<file path="config.mk">
export PLATFORM = sky130hd
export DESIGN_NAME = hash_result_tx
export DESIGN_NICKNAME = d
export VERILOG_FILES = /design/src/rtl/hash_result_tx.sv
export SDC_FILE = /design/constraint.sdc
export NUM_CORES = 1
export LEC_CHECK = 0
export ABC_AREA = 1
export ABC_CLOCK_PERIOD_IN_PS = 1600
export BUFFER_PORTS_ARGS = -buffer_cell sky130_fd_sc_hd__buf_2
export CORE_ASPECT_RATIO = 0.6
export CORE_MARGIN = 1
export CORE_UTILIZATION = 25
export DETAILED_ROUTE_END_ITERATION = 7
export GPL_TIMING_DRIVEN = 0
export PLACE_DENSITY = 0.47
export SYNTH_ARGS = -nofsm -noshare
export SYNTH_HDL_FRONTEND = slang
export SYNTH_SLANG_ARGS = --single-unit
export TNS_END_PERCENT = 30
</file>
<file path="constraint.sdc">
create_clock -name clk -period 1.6 [get_ports clk]
set_input_delay 0.24 -clock clk [delete_from_list [all_inputs] [get_ports clk]]
set_output_delay 0.24 -clock clk [all_outputs]
set_load 0.01 [all_outputs]
</file>
<file path="src/rtl/hash_result_tx.sv">
// Holds the last scrypt result {hash, nonce} and streams it as a 36-byte frame on a valid/ack byte port.
// tx_valid rises 1 cycle after tx_request (2 when it coincides with hash_done); tx_data holds until tx_ack.
module hash_result_tx #(
  parameter int          HASH_BYTES  = 32,
  parameter int          NONCE_BYTES = 4,
  parameter logic [7:0]  NORES_BYTE  = 8'hEE
) (
  input  logic                      clk,
  input  logic                      n_rst,
  input  logic                      hash_done,
  input  logic [8*HASH_BYTES-1:0]   scrypt_hash,
  input  logic [8*NONCE_BYTES-1:0]  nonce,
  input  logic                      tx_request,
  input  logic                      tx_abort,
  input  logic                      tx_ack,
  output logic [7:0]                tx_data,
  output logic                      tx_valid,
  output logic                      result_ready,
  output logic                      busy,
  output logic                      overrun
);

  localparam int          FRAME_BYTES = HASH_BYTES + NONCE_BYTES;
  localparam int          SW          = 8 * FRAME_BYTES;
  localparam logic [5:0]  LAST_IDX    = 6'(FRAME_BYTES - 1);

  typedef enum logic [1:0] {IDLE, SEND, NORES} state_t;

  state_t          state_q, state_d;
  logic [5:0]      idx_q, idx_d;
  logic [SW-1:0]   shadow_q, shadow_d;
  logic            rdy_q, rdy_d;
  logic            ovr_q, ovr_d;
  logic            pend_q, pend_d;

  always_ff @(posedge clk or negedge n_rst) begin
    if (!n_rst) begin
      state_q  <= IDLE;
      idx_q    <= '0;
      shadow_q <= '0;
      rdy_q    <= 1'b0;
      ovr_q    <= 1'b0;
      pend_q   <= 1'b0;
    end else begin
      state_q  <= state_d;
      idx_q    <= idx_d;
      shadow_q <= shadow_d;
      rdy_q    <= rdy_d;
      ovr_q    <= ovr_d;
      pend_q   <= pend_d;
    end
  end

  always_comb begin
    state_d  = state_q;
    idx_d    = idx_q;
    shadow_d = shadow_q;
    rdy_d    = rdy_q;
    ovr_d    = ovr_q;
    pend_d   = pend_q;
    case (state_q)
      IDLE: begin
        if (hash_done) begin
          shadow_d = {scrypt_hash, nonce};
          rdy_d    = 1'b1;
          if (rdy_q) ovr_d = 1'b1;
        end
        // A request coinciding with a capture is deferred one cycle so it reads the new data.
        if (pend_q) begin
          pend_d  = 1'b0;
          state_d = SEND;
          idx_d   = '0;
        end else if (tx_request) begin
          if (hash_done) begin
            pend_d = 1'b1;
          end else if (rdy_q) begin
            state_d = SEND;
            idx_d   = '0;
          end else begin
            state_d = NORES;
          end
        end
      end
      SEND: begin
        if (tx_abort) begin
          state_d = IDLE;
          idx_d   = '0;
        end else if (tx_ack) begin
          if (idx_q == LAST_IDX) begin
            state_d = IDLE;
            idx_d   = '0;
            rdy_d   = 1'b0;
            ovr_d   = 1'b0;
          end else begin
            idx_d = idx_q + 6'd1;
          end
        end
        if (hash_done) ovr_d = 1'b1;
      end
      NORES: begin
        if (tx_abort || tx_ack) state_d = IDLE;
        if (hash_done) ovr_d = 1'b1;
      end
      default: state_d = IDLE;
    endcase
  end

  always_comb begin
    tx_data  = 8'h00;
    tx_valid = 1'b0;
    case (state_q)
      SEND: begin
        tx_data  = shadow_q[{idx_q, 3'b000} +: 8];
        tx_valid = 1'b1;
      end
      NORES: begin
        tx_data  = NORES_BYTE;
        tx_valid = 1'b1;
      end
      default: ;
    endcase
  end

  assign result_ready = rdy_q;
  assign busy         = (state_q != IDLE);
  assign overrun      = ovr_q;

endmodule

</file>
==> flow_summary_export.csv, run 1 <==
group,metric,value,unit
critical_path,cp_max_fo,8,
critical_path,required,1360,ps
clock_tree,cts_tree,"built",
power,p_comb_share,51.5,%
global_route,antenna_found_initial,2,
clock_tree,insertion_delay,540,ps
clock_tree,ctsHtreeMaxLevel,2,
critical_path,crit_path_end_kind,"output pin",
die,core,56400,sq um
yosys,syn_area,14500,sq um
final_layout,fillers,5488,
sta,period_needed,2750,ps
sta,worstMarginPinSlew,673,ps
sta,min_period_over_period,172,%
global_route,top_usage_layer,"met1",
final_layout,utilization,42.2,%
yosys,avgSynthCellArea,8.97,sq um
global_route,grt-ovfl-total,0,
placed_design,io_buffers,305,
yosys,synth_top_family_by_area,"simple AND/OR/NAND/NOR gates",
power,clock_power_share,18.8,%
clock_tree,path_clk_slew,70,ps
yosys,yosys.area.top_type,"dfrtp_1",
die,initial_utilization,25.6,%
sta,slew_headroom,55.1,%
placed_design,post-place-ws,-964,ps
yosys,synthDominantCellAreaShare,51.8,%
clock_tree,clockRootBuffer,"clkbuf_16",
power,power_frac_seq,29.6,%
sta,rsz0062_at_grt,"yes",
final_layout,design_area,23800,sq um
clock_tree,numCtsBuffers,35,
yosys,yosysWarnings,0,
critical_path,setup.worst_path.class,"reg -> out",
final_layout,fin_cells,3068,
yosys,synthTopCellsByArea,"dfrtp_1 52%, mux2_2 14%, nand2_1 8.3%",
die,dieArea,58800,sq um
global_route,met2_usage,32.3,%
detailed_routing,postRouteWirelength,66000,um
sta,hold_viol,0,
global_route,use_met1,32.4,%
yosys,synth_fa_ha_area_share,0.346,%
die,rows,67,
final_layout,diodes,0,
die,io_pins,306,
global_route,grt_max_degree,117,
hold_path,hold_path.class,"in -> reg",
yosys,synth_simple_gate_area_share,18.3,%
sta,worst_slack,-1150,ps
power,p_sw_share,40.3,%
final_layout,drive_gt1_share,41.1,%
placed_design,placed_cell_area,17100,sq um
detailed_routing,viasPerCell,4.58,
yosys,ys_seq_elements,299,
status,violations,"negative setup slack",
placed_design,dp_hpwl,46700,um
yosys,synth_mux_area_share,14.2,%
status,status,"complete, but fails checks",
sta,hold_slack,15.8,ps
detailed_routing,routedWlPerCell,21.5,um
sta,slew_viol_final,0,
sta,setup_viol,231,
power,ir_worst_vdd,0.787,mV
power,power.density,1840,nW/um^2
die,die_y,188,um
sta,fmax,0.364,GHz
sta,finalSetupTns,-18750,ps
placed_design,place_inst,2678,
detailed_routing,vias,14000,
power,p_int,26.2,mW
final_layout,synthToLayoutAreaGrowth,64.8,%
critical_path,cp-start-kind,"flop",
yosys,synth_compound_area_share,8.02,%
global_route,grt_util_met3,3.43,%
die,die_w,312,um
global_route,track_usage,21.6,%
power,switchingPower,17.7,mW
power,leakage,11.2,nW
detailed_routing,antenna_left,0,
global_route,grt_pass1_wl,92700,um
yosys,synth_nets,1910,
clock_tree,clk_path_buf_depth,3,
yosys,synth_xor_area_share,0.121,%
detailed_routing,drt_iter0_drc,941,
global_route,first_global_vias,14400,
yosys,syn_inst,1612,
critical_path,worstPathArrival,2510,ps
sta,fin_skew,17.4,ps
power,p_total,43.9,mW
final_layout,nNetsFinal,2582,
yosys,synth_cell_types,27,
yosys,synth-seq-area-share,51.8,%
clock_tree,cts.sinks,299,
run,drv_cap,0,
placed_design,gp_congestion,0.922,
detailed_routing,drc,0,
detailed_routing,dr.pass1.iters,5,
==> cell type report <==
type | count | area, sq um | share of cell area (%)
plain buffers | 97 | 1320 | 5.56
clock buffers | 45 | 973 | 4.09
clock inverters | 17 | 183 | 0.767
inverters | 133 | 528 | 2.22
multi-input cells | 1082 | 6990 | 29.4
flip-flops and latches | 299 | 7480 | 31.4
well taps | 759 | 950 | 3.99
repair buffers | 635 | 5380 | 22.6
repair inverters | 1 | 7.51 | 0.0315
==> power by group through the flow <==
stage | Combinational [mW] | Sequential, mW | Clock, mW
after global placement | 15.8 | 13.0 | 0
final | 22.6 | 13.0 | 8.26
after global routing | 24.2 | 13.4 | 8.81
after detailed placement | 16.1 | 13.1 | 0
after CTS | 20.6 | 12.9 | 8.47
after floorplan | 10.3 | 12.4 | 0
==> what timing repair did <==
item,4_1_cts,5_1_grt
pin swaps,117,66
hold buffers,273,0
endpoints found under the setup margin,308,402
buffers inserted,25,6
endpoints found under the hold margin,371,0
gates cloned,10,17
resized for setup,379,146
==> critical path, cell delays in order (launching register included) <==
cell       delay [ps]
dfrtp_1           390
buf_12            170
inv_16             60
buf_16            160
clkbuf_16         180
o21ai_2           150
nand2_2           120
a21oi_2           170
nand2_1            80
nand3_2            90
nand2_2            70
nand2_1            60
nand2_1            70
buf_2             150
==> sequential cells by signal, indices dropped and copies added (netlist names) <==
signal        count
state_q           2
result_ready      1
pend_q            1
shadow_q        288
overrun           1
idx_q             6
==> routing by layer <==
| layer | vias up | part of all wire, % |
|---|---|---|
| met4 | 0 | 1.7 |
| met3 | 73 | 4.9 |
| met2 | 382 | 43 |
| met5 | - | 0 |
| met1 | 6997 | 51 |
| li1 | 6594 | - |
==> worst paths after layout <==
| check | start | to | slack, ps | depth (start not counted) |
|---|---|---|---|---|
| worst max-delay path | idx_q[0] | tx_data[7] | -1150 | 13 |
| min in group asynchronous | n_rst | shadow_q[31] | 310 | 2 |
| worst max register to register | state_q[0] | idx_q[2] | -150 | 10 |
| worst min register to register | overrun | overrun | 490 | 2 |
| worst min-delay path | scrypt_hash[198] | shadow_q[230] | 20 | 3 |
| max in group asynchronous | n_rst | shadow_q[197] | 210 | 3 |
==> layout by cell type (no fill, tap or decap), types with 46 or more instances in the layout <==
| cell | instances |
|---|---|
| inv_1 | 125 |
| dlygate4sd3_1 | 273 |
| a21oi_2 | 113 |
| nand3_1 | 54 |
| buf_12 | 46 |
| mux2_2 | 182 |
| nand2_1 | 288 |
| clkbuf_16 | 51 |
| buf_2 | 308 |
| nor2_1 | 212 |
| dfrtp_1 | 297 |
==> synthesized netlist by cell type (all sizes together) <==
cell	instances
a211oi	1
a21oi	144
a31oi	1
buf	84
clkbuf	14
clkinv	1
dfrtp	299
ha	4
inv	132
mux2	182
nand2	322
nand3	92
nand4	2
nor2	250
nor3	3
o211ai	6
o21ai	62
o22ai	11
xor2	2
==> cell families (layout without fill, tap and decap cells) <==
group,Yosys count,count (layout)
adders and majority gates,4,4
DFF,299,299
and+or+nand+nor,669,669
muxes,182,182
AOI/OAI and AO/OA,225,225
xor gates and xnor gates,2,2
buffers and inverters,231,928
Note: power is estimated with default switching activity, not from simulation.
==> run 2: changes to the inputs <==
==> config.mk (replaced) <==
export PLATFORM = sky130hd
export DESIGN_NAME = hash_result_tx
export DESIGN_NICKNAME = d
export VERILOG_FILES = /design/src/rtl/hash_result_tx.sv
export SDC_FILE = /design/constraint.sdc
export NUM_CORES = 1
export LEC_CHECK = 0
export ABC_CLOCK_PERIOD_IN_PS = 1600
export CORE_ASPECT_RATIO = 0.6
export CORE_MARGIN = 1
export CORE_UTILIZATION = 25
export DETAILED_ROUTE_END_ITERATION = 7
export DONT_BUFFER_PORTS = 1
export GPL_TIMING_DRIVEN = 0
export PLACE_DENSITY = 0.46
export SYNTH_ARGS = -nofsm -noshare
export SYNTH_HDL_FRONTEND = slang
export SYNTH_SLANG_ARGS = --single-unit
export TNS_END_PERCENT = 30
==> flow_summary_export.csv, run 2 <==
group,metric,value,unit
placed_design,placed_cell_area,15200,sq um
critical_path,required,1360,ps
final_layout,biggestRegsByFlops,"shadow_q x288, idx_q x6, state_q x2",
final_layout,drive_gt1_share,45.0,%
hold_path,hold_path.class,"in -> async",
critical_path,cp_max_fo,7,
detailed_routing,antenna_left,0,
die,die_y,183,um
yosys,yosysWarnings,0,
sta,slew_viol_final,11,
die,rows,66,
sta,worst_slack,-1430,ps
final_layout,layout_commonest_cell,"dfrtp_1",
yosys,synth_edf_count,0,
placed_design,dp_hpwl,35800,um
status,violations,"negative hold slack, max-slew violations, negative setup slack",
die,io_pins,306,
sta,hold_slack,-589,ps
clock_tree,cts.sinks,299,
global_route,track_usage,18.9,%
power,ir_worst_vdd,0.995,mV
detailed_routing,drt_iter0_drc,478,
yosys,syn_area,13700,sq um
clock_tree,numCtsBuffers,34,
yosys,ys_seq_elements,299,
die,initial_utilization,25.3,%
clock_tree,clk_path_buf_depth,3,
final_layout,design_area,22100,sq um
die,core,54200,sq um
clock_tree,ctsHtreeMaxLevel,2,
yosys,ys.flop_type,"dfrtp_1",
clock_tree,ctsHoldBuffers,292,
placed_design,gp_congestion,0.787,
yosys,synth-seq-area-share,54.5,%
detailed_routing,viasPerCell,4.71,
yosys,post-synth-top-count-cell,"dfrtp_1",
final_layout,max_flop_register,"shadow_q",
yosys,synth_cell_types,51,
final_layout,nNetsFinal,1615,
placed_design,io_buffers,0,
sta,min_period_over_period,190,%
global_route,grt_pass1_wl,76500,um
power,power.density,2010,nW/um^2
status,status,"complete, but fails checks",
clock_tree,path_clk_slew,60,ps
sta,setup_viol,306,
clock_tree,insertion_delay,540,ps
detailed_routing,vias,9688,
sta,fin_skew,25.0,ps
global_route,antenna_found_initial,4,
yosys,synthArstFlopShare,100,%
yosys,synthDominantCellAreaShare,54.5,%
final_layout,synthToLayoutAreaGrowth,60.9,%
run,drv_cap,0,
sta,fmax,0.330,GHz
clock_tree,cts_tree,"built",
die,die_w,304,um
global_route,grt_max_degree,300,
sta,worstMarginPinSlew,1500,ps
detailed_routing,dr.pass1.iters,4,
critical_path,worstPathArrival,2790,ps
critical_path,cp-start-kind,"flop",
power,leakage,9.32,nW
final_layout,final_cell_mix,"297 x dfrtp_1, 292 x dlygate4sd3_1, 267 x mux2_4",
global_route,grt-ovfl-total,0,
clock_tree,clockRootBuffer,"clkbuf_16",
final_layout,largest_register_ffs,288,
critical_path,crit_path_end_kind,"output pin",
detailed_routing,drc,0,
detailed_routing,postRouteWirelength,53500,um
yosys,synthTopCellsByArea,"dfrtp_1 55%, mux2_2 24%, mux4_2 8.2%",
yosys,yosys.area.top_type,"dfrtp_1",
yosys,synth_nets,1212,
yosys,syn_inst,914,
yosys,avgSynthCellArea,15.0,sq um
critical_path,setup.worst_path.class,"reg -> out",
die,dieArea,55900,sq um
yosys,synth_commonest_cells,"299 x dfrtp_1, 298 x mux2_2, 50 x mux4_2, 40 x mux2i_1, 34 x buf_2",
sta,hold_viol,299,
sta,slew_headroom,-0.286,%
sta,rsz0062_at_grt,"yes",
detailed_routing,routedWlPerCell,26.0,um
sta,finalSetupTns,-82170,ps
global_route,first_global_vias,10700,
sta,period_needed,3030,ps
## run 2: cell count changes after synthesis, sizes merged, moves of 10 or more
cell	before	now
nor2	250	12
o221ai	0	10
a21oi	144	9
buf	84	47
inv	132	13
mux2i	0	40
mux2	182	298
nand2	322	15
mux4	0	50
nand3	92	6
o21ai	62	13
## run 2: metrics by stage
| step | setup WS, ps | total power, mW | utilization [%] | hold slack [ps] | std cells |
|---|---|---|---|---|---|
| after floorplan | -453 | 23.8 | - | -55.6 | 914 |
| after global placement | -2000 | 28.5 | 28.0 | -37.8 | 1628 |
| after detailed placement | -2030 | 28.8 | 28.0 | -37.2 | 1628 |
| after CTS | -1480 | 43.0 | 39.3 | -617 | 2023 |
| after global routing | -1490 | 46.8 | 40.8 | -619 | 2057 |
| final | -1430 | 44.5 | 40.8 | -589 | 2057 |
## run 2: report_power, final
group / leakage (nW) / internal (mW) / switching [mW] / total (mW)
clock network: 0.558 / 4.80 / 3.36 / 8.17
registers: 3.51 / 11.4 / 2.31 / 13.7
logic: 5.25 / 13.6 / 9.01 / 22.6
total: 9.32 / 29.8 / 14.7 / 44.5
## run 2: cell families after synthesis
kind of cell | count (synthesis) | share of synthesized area (%)
buf+inv | 77 | 2.72
compound gates | 83 | 4.41
mux | 388 | 35.6
fa+ha+maj | 4 | 0.365
simple gates | 63 | 2.39
flops | 299 | 54.5
## run 2: timing repair
action	in CTS	in global routing
gates cloned	9	9
endpoints found under the hold margin	592	299
pin swaps	18	18
setup buffers	37	23
setup endpoints to repair	308	306
gates resized for setup	369	88
## run 2: worst paths after layout
kind,startpoint,slack (ps),cells after the start,endpoint
setup / recovery,idx_q[0],-1430,7,tx_data[1]
hold / removal,n_rst,-590,0,shadow_q[61]
setup reg to reg,idx_q[3],-350,7,idx_q[3]
hold reg to reg,shadow_q[17],500,1,shadow_q[17]
max in group asynchronous,n_rst,940,0,idx_q[0]
min in group clk,tx_abort,30,4,result_ready
## run 2: area by class of cell
| class | instances | area (sq um) |
|---|---|---|
| fill | 4982 | 32100 |
| sequential | 299 | 7480 |
| multi-input combinational | 538 | 7370 |
| timing repair buffer | 369 | 4040 |
| buffer | 62 | 1090 |
| clock buffer | 50 | 1030 |
| tap | 714 | 893 |
| clock inverter | 9 | 108 |
| inverter | 13 | 53.8 |
| antenna | 3 | 7.51 |
## run 2: per-layer routing
layer | up-vias | wire, um | GRT usage, %
met5 | - | 0 | 1.21
met4 | 0 | 741 | 3.78
met3 | 54 | 3290 | 5.57
met2 | 234 | 24000 | 28.7
met1 | 5125 | 25500 | 26.6
li1 | 4275 | - | -
## run 2: critical path, stage by stage, from the launching register on
cell and delay (ps):
dfrtp_2 410, buf_12 150, buf_16 160, buf_4 150
mux4_2 600, a211oi_2 340, a211o_1 250, nand3_2 160
==> run 3: changes to the inputs <==
--- a/config.mk
+++ b/config.mk
@@ -9,6 +9,7 @@
 export CORE_ASPECT_RATIO = 0.6
 export CORE_MARGIN = 1
 export CORE_UTILIZATION = 25
+export CTS_BUF_LIST = sky130_fd_sc_hd__clkbuf_16
 export DETAILED_ROUTE_END_ITERATION = 7
 export DONT_BUFFER_PORTS = 1
 export GPL_TIMING_DRIVEN = 0
==> flow_summary_export.csv, run 3 (same netlist as run 2, synthesis figures left out) <==
group,metric,value,unit
status,status,"complete, but fails checks",
status,violations,"negative hold slack, negative setup slack",
critical_path,crit_path_end_kind,"output pin",
clock_tree,cts_tree,"built",
global_route,grt_pass1_wl,76600,um
global_route,first_global_vias,10700,
die,dieArea,55900,sq um
detailed_routing,routedWlPerCell,26.1,um
global_route,antenna_found_initial,4,
final_layout,biggestRegsByFlops,"shadow_q x288, idx_q x6, state_q x2",
final_layout,max_flop_register,"shadow_q",
sta,slew_viol_final,0,
final_layout,largest_register_ffs,288,
placed_design,placed_cell_area,15200,sq um
die,core,54200,sq um
clock_tree,ctsHtreeMaxLevel,2,
global_route,track_usage,19.0,%
detailed_routing,drc,0,
detailed_routing,drt_iter0_drc,493,
placed_design,gp_congestion,0.787,
detailed_routing,vias,9660,
critical_path,cp-start-kind,"flop",
power,ir_worst_vdd,0.987,mV
final_layout,drive_gt1_share,44.3,%
placed_design,io_buffers,0,
clock_tree,insertion_delay,540,ps
sta,min_period_over_period,189,%
final_layout,layout_commonest_cell,"dfrtp_1",
placed_design,post-place-ws,-2030,ps
sta,hold_viol,299,
critical_path,reg2reg_to,"idx_q[3]",
die,die_y,183,um
sta,worstMarginPinSlew,544,ps
critical_path,path_buf_inv,3,
critical_path,path_delay_family,"compound AO/OA/AOI/OAI gates",
power,leakage,9.28,nW
die,io_pins,306,
critical_path,required,1360,ps
clock_tree,clockRootBuffer,"clkbuf_16",
die,initial_utilization,25.3,%
critical_path,rr_startpoint,"idx_q[3]",
power,power_frac_seq,31.2,%
hold_path,hold_path.class,"in -> async",
sta,setup_viol,306,
final_layout,design_area,22000,sq um
critical_path,crit_slowest_cell,"mux4_2",
clock_tree,path_clk_slew,60,ps
critical_path,setup.worst_path.class,"reg -> out",
die,die_w,304,um
detailed_routing,viasPerCell,4.69,
sta,hold_slack,-582,ps
final_layout,nNetsFinal,1615,
clock_tree,ctsHoldBuffers,292,
power,power.density,2000,nW/um^2
placed_design,dp_hpwl,35800,um
critical_path,r2r_cells,7,
critical_path,slowest_delay,600,ps
critical_path,path_cells,"buf_12 -> buf_16 -> buf_4 -> mux4_2 -> a211oi_2 -> a211o_1 -> nand3_2",
sta,fin_skew,24.7,ps
sta,period_needed,3030,ps
power,p_comb_share,51.4,%
sta,finalSetupTns,-81370,ps
sta,fmax,0.330,GHz
final_layout,final_cell_mix,"297 x dfrtp_1, 292 x dlygate4sd3_1, 268 x mux2_4",
power,p_total,43.9,mW
sta,slew_headroom,63.3,%
critical_path,cp_max_fo,7,
power,switchingPower,14.7,mW
global_route,grt_max_degree,300,
power,p_int,29.3,mW
final_layout,synthToLayoutAreaGrowth,60.1,%
global_route,grt-ovfl-total,0,
critical_path,worstPathArrival,2790,ps
detailed_routing,postRouteWirelength,53800,um
die,rows,66,
sta,worst_slack,-1430,ps
critical_path,r2r_slack,-370,ps
power,clock_power_share,17.4,%
power,p_sw_share,33.4,%
sta,rsz0062_at_grt,"yes",
clock_tree,clk_path_buf_depth,3,
detailed_routing,dr.pass1.iters,4,
run,drv_cap,0,
clock_tree,cts.sinks,299,
clock_tree,numCtsBuffers,34,
detailed_routing,antenna_left,0,
## run 3: cell types whose count changed in the layout (fill, tap and decap cells not counted), moves of 5 or more
cell,before,now
clkbuf_1,5,0
clkbuf_8,11,1
clkinv_1,0,10
inv_1,10,15
## run 3: through the flow
| step | util, % | cells |
|---|---|---|
| floorplan | - | 914 |
| global placement | 28.0 | 1628 |
| detailed placement | 28.0 | 1628 |
| CTS | 39.1 | 2024 |
| global route | 40.6 | 2057 |
| finish | 40.6 | 2058 |
## run 3: metal layers
metal | track usage (%) | up-vias | share of wire, %
li1 | - | 4267 | -
met1 | 26.6 | 5077 | 47
met2 | 28.7 | 256 | 45
met3 | 5.65 | 60 | 6.6
met4 | 4.08 | 0 | 1.5
met5 | 1.21 | - | 0
## run 3: area by class of cell
| cell class | instances | area, sq um |
|---|---|---|
| fill | 5009 | 32200 |
| sequential | 299 | 7480 |
| multi-input combinational | 538 | 7370 |
| timing repair buffer | 370 | 4040 |
| buffer | 61 | 1070 |
| tap | 714 | 893 |
| clock buffer | 35 | 876 |
| clock inverter | 24 | 164 |
| inverter | 13 | 53.8 |
| antenna | 4 | 10.0 |
## run 3: timing repair
item                                   4_1_cts  5_1_grt
pin swaps                                   18       18
resized for setup                          369       92
buffers inserted                            38       24
endpoints found under the hold margin      592      299
gates cloned                                 9        8
setup endpoints to repair                  308      306
## run 3: power by group through the flow
stage | sequential (mW) | combinational [mW] | clock (mW)
floorplan | 12.8 | 11.1 | 0
global placement | 13.5 | 15.0 | 0
detailed placement | 13.6 | 15.3 | 0
CTS | 13.6 | 21.0 | 7.88
global route | 14.2 | 23.8 | 8.24
finish | 13.7 | 22.6 | 7.64
## run 3: worst max path at each step
stage | start | depth (start not counted) | slack (ps) | to
floorplan | idx_q[0] | 6 | -450 | tx_data[4]
global placement | idx_q[3] | 7 | -2000 | tx_data[0]
detailed placement | idx_q[1] | 7 | -2030 | tx_data[7]
CTS | idx_q[0] | 6 | -1480 | tx_data[4]
global route | idx_q[0] | 7 | -1490 | tx_data[6]
finish | idx_q[0] | 7 | -1430 | tx_data[1]
## run 3: worst reg2reg max path: stages, from the launching register on
cell	delay, ps
dfrtp_2	480
buf_6	140
or4b_4	530
o211ai_1	200
buf_4	170
nor2_1	50
o21ai_1	140
o31ai_1	110
